File: src/rtl/keypad_scanner.sv
// 4x4 matrix keypad scanner: walks an active-low column, debounces the first
// row hit found and reports it as a single key_valid pulse plus key_held.
module keypad_scanner #(
    parameter int SCAN_DIV       = 100000,
    parameter int DEBOUNCE_TICKS = 20
) (
    input  logic       clk,
    input  logic       rst,
    input  logic [3:0] row,
    output logic [3:0] col,
    output logic [3:0] key_code,
    output logic       key_valid,
    output logic       key_held
);

    // state    | meaning
    // SCAN     | column walks one step per tick, looking for any low row
    // DEBOUNCE | column frozen, counting consecutive low samples on row_idx
    // HELD     | key accepted, counting consecutive high samples for release
    typedef enum logic [1:0] {SCAN, DEBOUNCE, HELD} state_t;

    localparam int CW = (SCAN_DIV > 1) ? $clog2(SCAN_DIV) : 1;
    localparam int MW = $clog2(DEBOUNCE_TICKS + 1);
    localparam logic [CW-1:0] DWELL_MAX = CW'(SCAN_DIV - 1);
    localparam logic [MW-1:0] MATCH_MAX = MW'(DEBOUNCE_TICKS);

    state_t        state, state_n;
    logic [3:0]    r_meta, rs;
    logic [CW-1:0] dwell;
    logic          tick;
    logic [1:0]    col_idx, row_idx, low_idx;
    logic [MW-1:0] match_cnt, rel_cnt;
    logic          key_low;
    logic          latch, advance, accept, release_done;
    logic          match_inc, match_clr, rel_inc, rel_clr;

    assign tick    = (dwell == DWELL_MAX);
    assign key_low = ~rs[row_idx];

    always_comb begin
        low_idx = 2'd3;
        if (!rs[0])      low_idx = 2'd0;
        else if (!rs[1]) low_idx = 2'd1;
        else if (!rs[2]) low_idx = 2'd2;
    end

    always_ff @(posedge clk) begin
        if (rst) state <= SCAN;
        else     state <= state_n;
    end

    always_comb begin
        state_n      = state;
        latch        = 1'b0;
        advance      = 1'b0;
        accept       = 1'b0;
        release_done = 1'b0;
        match_inc    = 1'b0;
        match_clr    = 1'b0;
        rel_inc      = 1'b0;
        rel_clr      = 1'b0;
        case (state)
            SCAN: begin
                if (tick && rs != 4'b1111) begin
                    latch   = 1'b1;
                    state_n = DEBOUNCE;
                end else if (tick) begin
                    advance = 1'b1;
                end
            end
            DEBOUNCE: begin
                // acceptance is checked before the next tick so a count of 1 works
                if (match_cnt == MATCH_MAX) begin
                    accept  = 1'b1;
                    state_n = HELD;
                end else if (tick && key_low) begin
                    match_inc = 1'b1;
                end else if (tick) begin
                    match_clr = 1'b1;
                    advance   = 1'b1;
                    state_n   = SCAN;
                end
            end
            HELD: begin
                if (rel_cnt == MATCH_MAX) begin
                    release_done = 1'b1;
                    match_clr    = 1'b1;
                    rel_clr      = 1'b1;
                    advance      = 1'b1;
                    state_n      = SCAN;
                end else if (tick && !key_low) begin
                    rel_inc = 1'b1;
                end else if (tick) begin
                    rel_clr = 1'b1;
                end
            end
            default: state_n = SCAN;
        endcase
    end

    always_ff @(posedge clk) begin
        if (rst) begin
            r_meta    <= 4'b1111;
            rs        <= 4'b1111;
            dwell     <= '0;
            col       <= 4'b1110;
            col_idx   <= 2'd0;
            row_idx   <= 2'd0;
            match_cnt <= '0;
            rel_cnt   <= '0;
            key_code  <= 4'd0;
            key_valid <= 1'b0;
            key_held  <= 1'b0;
        end else begin
            r_meta    <= row;
            rs        <= r_meta;
            dwell     <= tick ? '0 : dwell + CW'(1);
            key_valid <= accept;
            if (advance) begin
                col     <= {col[2:0], col[3]};
                col_idx <= col_idx + 2'd1;
            end
            if (latch) begin
                row_idx   <= low_idx;
                match_cnt <= MW'(1);
            end else if (match_inc) begin
                match_cnt <= match_cnt + MW'(1);
            end else if (match_clr) begin
                match_cnt <= '0;
            end
            if (rel_inc)      rel_cnt <= rel_cnt + MW'(1);
            else if (rel_clr) rel_cnt <= '0;
            if (accept) begin
                key_code <= {row_idx, col_idx};
                key_held <= 1'b1;
            end
            if (release_done) key_held <= 1'b0;
        end
    end

endmodule

File: config.mk
export PLATFORM = sky130hd
export DESIGN_NAME = keypad_scanner
export DESIGN_NICKNAME = d
export VERILOG_FILES = /design/src/rtl/keypad_scanner.sv
export SDC_FILE = /design/constraint.sdc
export NUM_CORES = 1
export LEC_CHECK = 0
export ABC_AREA = 0
export BUFFER_PORTS_ARGS = -buffer_cell sky130_fd_sc_hd__buf_2
export CORE_ASPECT_RATIO = 1.25
export CORE_MARGIN = 5
export CORE_UTILIZATION = 29
export CTS_BUF_LIST = sky130_fd_sc_hd__clkbuf_4 sky130_fd_sc_hd__clkbuf_8
export DETAILED_ROUTE_END_ITERATION = 10
export SYNTH_ARGS = -nofsm -noshare
export SYNTH_HDL_FRONTEND = slang
export SYNTH_SLANG_ARGS = --single-unit
File: constraint.sdc
create_clock -name clk -period 5 [get_ports clk]
set_input_delay 0 -clock clk [delete_from_list [all_inputs] [get_ports clk]]
set_output_delay 0 -clock clk [all_outputs]
set_load 0.02 [all_outputs]
After elaboration in Yosys (flattened, before gate mapping)
Index checks and enable logic that the tools add are counted.

$add $sub $neg: 4. Magnitude comparators: 1. Equal/unequal tests: 10. Multiplexer cells: 37. Bitwise operators: 1. Reduce and logical (&&, ||, !) cells: 11.

Operators with widths (number): 1-bit two-way mux (22); 5-bit two-way mux (4); 17-bit by 1-bit adder with 17-bit output, second input constant (1); 17-bit == test, second input constant (1); 2-bit two-way mux (7); 5-bit by 1-bit adder with 5-bit output, second input constant (2); 5-bit == test, second input constant (2); 3-bit != test, second input constant (2); 2-bit case mux with 3 select lines (1); 2-bit OR reduction (3); 2-bit != test, second input constant (2); 4-bit != test, second input constant (1); 4-bit AND reduction (1); 2-bit nonzero test (2); 1-bit logical AND (3); 2-bit by 3-bit < comparator with 1-bit output, second input constant (1); 1-bit case mux with 3 select lines (1); 3-bit nonzero test (1); 2-bit by 1-bit adder with 2-bit output, second input constant (1); 1-bit binary-select mux with 2-bit select (1); 2-bit by 1-bit == test with 1-bit output, second input constant (1); 2-bit == test, second input constant (1); 2-bit zero test (1); 1-bit case mux with 2 select lines (1); 1-bit NOT (1).

Register bits after elaboration: 51. Input port bits: 6. Logic and storage cells: 77.

Longest topological paths before layout
Gate-level depths: netlist of run 1.

Word-level depth: 10. Depth in mapped cells: 8. Mapped depth without buffers: 7.

Worst setup path after synthesis of run 1
Ideal clock, no wire load.

Kind: flip-flop to flip-flop. Start point: register dwell[0]. End point: register match_cnt[2]. Setup time: 0.057 ns. Data arrival time: 1.754 ns. Data required time: 4.943 ns. Setup slack: 3.189 ns. Stages on the path, launching flop included: 9. Buffers on the path: 2. Period minus slack after synthesis: 1.811 ns. Path through: dfxtp_1 > ha_1 > and4_1 > clkbuf_4 > and4_2 > buf_2 > a31oi_1 > nor3b_2 > a21o_1.

Word-level cells in the longest chain between the ends: 6. Elaborated cells between the ends (all ways): 15. Classes of those cells: eq/ne (1); mux (10); reduce/logical (4).

RTL lines: start: declaration (line 29) `logic [CW-1:0] dwell;`; start signal: assignment (line 117) `dwell <= tick ? '0 : dwell + CW'(1);`; 17-bit == test (*) (line 37) `assign tick = (dwell == DWELL_MAX);`; 1-bit two-way mux / 1-bit logical AND (equally long branches) (line 78, 76); 1-bit two-way mux (line 76) `end else if (tick && key_low) begin`; 1-bit two-way mux (line 73) `if (match_cnt == MATCH_MAX) begin`; 1-bit case mux with 2 select lines / 1-bit two-way mux (equally long branches) (line 62) `case (state)`; 2-bit nonzero test (no source line) / 5-bit two-way mux (equally long branches); end signal: assignment (line 127) `match_cnt <= match_cnt + MW'(1);`; end: declaration (line 32) `logic [MW-1:0] match_cnt, rel_cnt;`.

Mark *: on every way between the ends. The rest lies on a longest branch, timed or not. A chain may end at the register's enable or synchronous reset.

Worst setup path in the final report of run 1
Start point: register dwell[0]. End point: register match_cnt[3].

The elaborated chain is that of the path after synthesis.

==> impl_metrics.env, run 1 <==
export IMPL_status="completed"
export IMPL_fmax_mhz=491
export IMPL_synthTopCellsByCount="dfxtp_1, nor2_1, nand2_1, a21oi_1, inv_1"
export IMPL_worstHoldPathType="in -> reg"
export IMPL_clkSinkCount=51
export IMPL_yosys_area_share_simple_pct=28.8
export IMPL_end_kind="flip-flop"
export IMPL_diodes=0
export IMPL_yosysSeqAreaShare_pct=42.7
export IMPL_cp_slowest_cell="nor4b_2"
export IMPL_synth_compound_area_share_pct=10.6
export IMPL_finalHoldViolCount=0
export IMPL_cts_buffers=5
export IMPL_drv_slew=0
export IMPL_path_class="reg -> reg"
export IMPL_startpoint_type="flip-flop"
export IMPL_h_tree_depth=2
export IMPL_yosysTopAreaCell="dfxtp_1"
export IMPL_vias=1849
export IMPL_antenna_found_initial=0
export IMPL_crit_chain="ha_1 -> and4_1 -> nand2_1 -> nor4b_2 -> nor3b_2 -> a21o_1"
export IMPL_grt_pass1_wl_um=7810
export IMPL_synth_mux_area_share_pct=3.46
export IMPL_synth_area_per_cell_um2=9.23
export IMPL_design_power_total_mw=0.689
export IMPL_setup_viol=0
export IMPL_ys_seq_elements=51
export IMPL_synth_most_common_cell="dfxtp_1"
export IMPL_grt_max_degree=34
export IMPL_synthAdderAreaFrac_pct=4.71
export IMPL_rsz0062_at_grt="no"
export IMPL_setup_ws_ns=2.96
export IMPL_start_util_pct=29.3
export IMPL_arrival_ns=2.24
export IMPL_powerDensity_nw_per_um2=258
export IMPL_drtPass1Iterations=4
export IMPL_synth_top_family_by_area="simple AND/OR/NAND/NOR gates"
export IMPL_path_max_fanout=7
export IMPL_grt_use_total_pct=9.08
export IMPL_final_min_clock_period_ns=2.04
export IMPL_clockBufferDepth=2
export IMPL_dieWidth_um=91.2
export IMPL_rows=37
export IMPL_worst_pin_slew_ns=0.556
export IMPL_die_height_um=111
export IMPL_fin_crit_sh_pct=40.7
export IMPL_clock_root_buffer="clkbuf_8"
export IMPL_synth_top_area_share_pct=42.7
export IMPL_boundaryPins=16
export IMPL_tns_ns=0
export IMPL_drive_gt1_share_pct=16.1
export IMPL_postCtsResizedCells=0
export IMPL_post_route_util_pct=32.8
export IMPL_port_buffers=15
export IMPL_drt_total_wl_um=4450
export IMPL_yosys_warnings=0
export IMPL_synth_cell_types=50
export IMPL_wl_per_cell_um=11.8
export IMPL_ant_nets=0
export IMPL_netlist_area_um2=2390
export IMPL_final_nets=293
export IMPL_area_growth_pct=11.7
export IMPL_die_area_um2=10200
export IMPL_overflow=0
export IMPL_synth_edff_count=0
export IMPL_fin_worst_skew_ns=0.00648
export IMPL_vias_per_cell=4.92
export IMPL_clk_insertion_delay_late_ns=0.30
export IMPL_crit_buf_inv=0
export IMPL_leakage_nw=1.05
export IMPL_drt_iter0_drc=69
export IMPL_synthTopCellsByArea="dfxtp_1, ha_1, nor2_1"
export IMPL_cpPeakStageDelay_ns=0.51
export IMPL_drv_cap=0
export IMPL_place_ws_ns=2.94
export IMPL_synthXorXnorAreaFrac_pct=5.86
export IMPL_core_area_um2=8150
export IMPL_path_delay_family="simple AND/OR/NAND/NOR gates"
export IMPL_grt_pass1_vias=1735
export IMPL_synthCells=259
export IMPL_yosys_most_used_dff="dfxtp_1"
export IMPL_path_clk_slew_ns=0.10
export IMPL_cts_tree="built"
export IMPL_cp_required_ns=5.21
export IMPL_dp_hpwl_um=3320
export IMPL_gp_congestion=0.777
export IMPL_syn_nets=274
export IMPL_drcViolationCount=0
export IMPL_slew_headroom_pct=62.6
export IMPL_async_flop_share_pct=0
export IMPL_ir_drop_mv=0.169
==> worst reg2reg max path, stage by stage (launching register included) <==
cell	delay [ns]
dfxtp_1	0.36
ha_1	0.20
and4_1	0.37
nand2_1	0.20
nor4b_2	0.51
nor3b_2	0.11
a21o_1	0.19
==> power breakdown <==
part	leakage (nW)	switching (mW)	total [mW]	internal [mW]
Combinational	0.594	0.0228	0.0391	0.0163
Sequential	0.413	0.00402	0.416	0.412
Clock	0.0402	0.137	0.234	0.0976
Total	1.05	0.164	0.689	0.526
==> sequential cells by signal, indices dropped and copies added, names as in the netlist <==
name	count
rel_cnt	5
state	2
key_held	1
match_cnt	5
key_code	4
col	4
r_meta	4
key_valid	1
col_idx	2
rs	4
row_idx	2
dwell	17
==> stage by stage <==
| step | hold slack [ns] | cell area, µm² | instances |
|---|---|---|---|
| after detailed placement | 0.187 | 2540 | 364 |
| final | 0.167 | 2670 | 376 |
| after global placement | 0.185 | 2540 | 364 |
| after CTS | 0.168 | 2670 | 376 |
| after floorplan | 0.104 | 2390 | 259 |
| after global routing | 0.201 | 2670 | 376 |
==> worst paths after layout <==
path / to / slack [ns] / cells after the start / start
hold / removal: dwell[2]$_SDFF_PP0_ / 0.17 / 2 / rst
setup / recovery: match_cnt[3]$_SDFFE_PP0P_ / 2.96 / 6 / dwell[0]$_SDFF_PP0_
hold reg to reg: rs[1]$_SDFF_PP1_ / 0.42 / 1 / r_meta[1]$_SDFF_PP1_
setup reg to reg: match_cnt[3]$_SDFFE_PP0P_ / 2.96 / 6 / dwell[0]$_SDFF_PP0_
==> final cells by class <==
class | count | area (µm²)
Fill cell | 859 | 5480
Multi-Input combinational cell | 189 | 1280
Sequential cell | 51 | 1020
Tap cell | 97 | 121
Timing Repair Buffer | 19 | 115
Clock buffer | 5 | 68.8
Inverter | 12 | 45.0
Clock inverter | 3 | 20.0
==> metal layers <==
| metal | wire length (µm) | part of all wire [%] | GRT usage (%) | vias to the layer above |
|---|---|---|---|---|
| met5 | 0 | 0 | 0 | - |
| met4 | 70 | 1.6 | 3.52 | 0 |
| met3 | 103 | 2.3 | 1.82 | 6 |
| met2 | 2110 | 48 | 15.7 | 22 |
| met1 | 2160 | 49 | 11.0 | 874 |
| li1 | - | - | - | 947 |
==> placed cells by master, fill, tap and decap left out, types with 6 or more instances in the layout <==
cell type / count
or2_2: 10
buf_2: 15
xor2_1: 8
a21oi_1: 17
and3_1: 7
mux2i_1: 6
nand2_1: 23
ha_1: 9
dfxtp_1: 51
nand3_1: 10
nor2_1: 28
xnor2_1: 8
inv_1: 12
==> what timing repair did <==
action	in CTS	in global routing
hold buffers	4	0
setup buffers	0	0
hold endpoints to repair	4	0
setup endpoints to repair	0	0
==> cells by family after synthesis <==
kind of cell | Yosys count
DFF | 51
muxes | 7
xor gates and xnor gates | 16
buffers and inverters | 19
AOI/OAI and AO/OA | 38
adders and majority gates | 9
and+or+nand+nor | 119
Power figures use the tool's default switching activity.
==> run 2: changes to the inputs <==
Clock period 5 ns to 1.7 ns, I/O delays scaled along.
==> impl_metrics.env, run 2 (same netlist as run 1, synthesis figures left out) <==
export IMPL_status="completed"
export IMPL_core_area_um2=8150
export IMPL_setup_viol=0
export IMPL_h_tree_depth=2
export IMPL_finalHoldViolCount=0
export IMPL_diodes=0
export IMPL_worst_hold_slack_ns=0.400
export IMPL_arrival_ns=1.92
export IMPL_clock_root_buffer="clkbuf_8"
export IMPL_wl_per_cell_um=12.2
export IMPL_multi_input_area_um2=1440
export IMPL_fmax_mhz=589
export IMPL_path_delay_family="multiplexers"
export IMPL_ir_drop_mv=0.619
export IMPL_drt_total_wl_um=5070
export IMPL_fin_crit_sh_pct=99.8
export IMPL_die_area_um2=10200
export IMPL_top_regs="dwell: 17 flops, match_cnt: 5 flops, rel_cnt: 5 flops"
export IMPL_dr_wl_met2_um=2700
export IMPL_crit_chain="mux4_2 -> nor4b_4 -> nor3b_2 -> a21o_1"
export IMPL_final_nets=332
export IMPL_highest_layer="met4"
export IMPL_leakage_nw=1.33
export IMPL_fin_worst_skew_ns=0.00492
export IMPL_cts_buffers=5
export IMPL_startpoint_type="flip-flop"
export IMPL_vias_per_cell=4.81
export IMPL_wl_met1_um=2180
export IMPL_grt_max_degree=28
export IMPL_path_max_fanout=5
export IMPL_rsz0062_at_grt="yes"
export IMPL_drv_cap=0
export IMPL_vias=1996
export IMPL_grt_pass1_vias=1842
export IMPL_clk_insertion_delay_late_ns=0.32
export IMPL_antenna_found_initial=0
export IMPL_path_class="reg -> reg"
export IMPL_start_util_pct=29.3
export IMPL_path_clk_slew_ns=0.10
export IMPL_wl_met3_um=110
export IMPL_gp_congestion=0.775
export IMPL_drtPass1Iterations=4
export IMPL_post_route_util_pct=39.1
export IMPL_drt_iter0_drc=51
export IMPL_ff_latch_area_um2=1040
export IMPL_worstHoldPathType="in -> reg"
export IMPL_drv_slew=0
export IMPL_rows=37
export IMPL_grt_pass1_wl_um=8340
export IMPL_area_growth_pct=33.4
export IMPL_worst_pin_slew_ns=0.368
export IMPL_die_height_um=111
export IMPL_powerDensity_nw_per_um2=707
export IMPL_drcViolationCount=0
export IMPL_drive_gt1_share_pct=38.1
export IMPL_grt_use_total_pct=9.85
export IMPL_fillers=835
export IMPL_boundaryPins=16
export IMPL_clockBufferDepth=2
export IMPL_cp_slowest_cell="mux4_2"
export IMPL_slew_headroom_pct=75.2
export IMPL_cpPeakStageDelay_ns=0.59
export IMPL_dp_hpwl_um=3730
export IMPL_dieWidth_um=91.2
export IMPL_final_cell_mix="dfxtp_1, buf_4, nor2_1, nand2_1, buf_2"
export IMPL_port_buffers=15
export IMPL_ant_nets=0
export IMPL_crit_buf_inv=0
export IMPL_overflow=0
export IMPL_largest_reg_flops=17
export IMPL_final_min_clock_period_ns=1.70
export IMPL_end_kind="flip-flop"
export IMPL_cp_required_ns=1.92
export IMPL_regMostFlops="dwell"
export IMPL_tns_ns=0
export IMPL_layout_commonest_cell="dfxtp_1"
export IMPL_cts_tree="built"
export IMPL_clkSinkCount=51
==> run 2: layer usage <==
metal / GRT usage [%] / vias up
met3: 2.23 / 7
met4: 3.82 / 0
li1: - / 1023
met1: 11.4 / 946
met5: 0 / -
met2: 17.5 / 20
==> run 2: worst reg2reg max path: cells and delay by family, from the launching register on <==
family	cells	cell delay [ns]
AOI/OAI and AO/OA	1	0.16
DFF	1	0.35
muxes	1	0.59
and+or+nand+nor	2	0.50
==> run 2: path summary, 6_finish.rpt <==
path | from | to | slack, ns | cells past startpoint
setup reg to reg | row_idx[0]$_SDFFE_PP0P_ | match_cnt[3]$_SDFFE_PP0P_ | 0.003 | 4
hold / removal | row[0] | r_meta[0]$_SDFF_PP1_ | 0.40 | 3
hold reg to reg | r_meta[1]$_SDFF_PP1_ | rs[1]$_SDFF_PP1_ | 0.42 | 1
setup / recovery | row_idx[0]$_SDFFE_PP0P_ | match_cnt[3]$_SDFFE_PP0P_ | 0.003 | 4
==> run 2: layout make-up <==
class	instances	share of cell area [%]
Inverter	12	1.41
Clock buffer	5	2.16
Tap cell	97	3.81
Sequential cell	51	32.5
Timing Repair Buffer	58	13.5
Multi-Input combinational cell	189	45.1
Clock inverter	3	1.49
==> run 2: report_power, final <==
part	switching, mW	leakage (nW)	internal, mW
clock	0.429	0.0587	0.446
combinational	0.0845	0.849	0.0724
sequential	0.0116	0.418	1.21
total	0.525	1.33	1.73
==> run 2: metrics by stage <==
stage               instances  power, mW  setup slack (ns)  instance area [µm²]
floorplan                 259       1.34            0.0183                 2430
global placement          401       1.38           -0.0284                 2860
detailed placement        401       1.38           -0.0674                 2860
CTS                       416       2.27           0.00309                 3100
global route              415       2.35           -0.0838                 3190
finish                    415       2.25           0.00318                 3190
==> run 2: repair_timing <==
action,in CTS,in global routing
endpoints found under the setup margin,15,20
resized for setup,22,21
buffers inserted,2,0
endpoints found under the hold margin,6,0
pin swaps,12,14
hold buffers,5,0
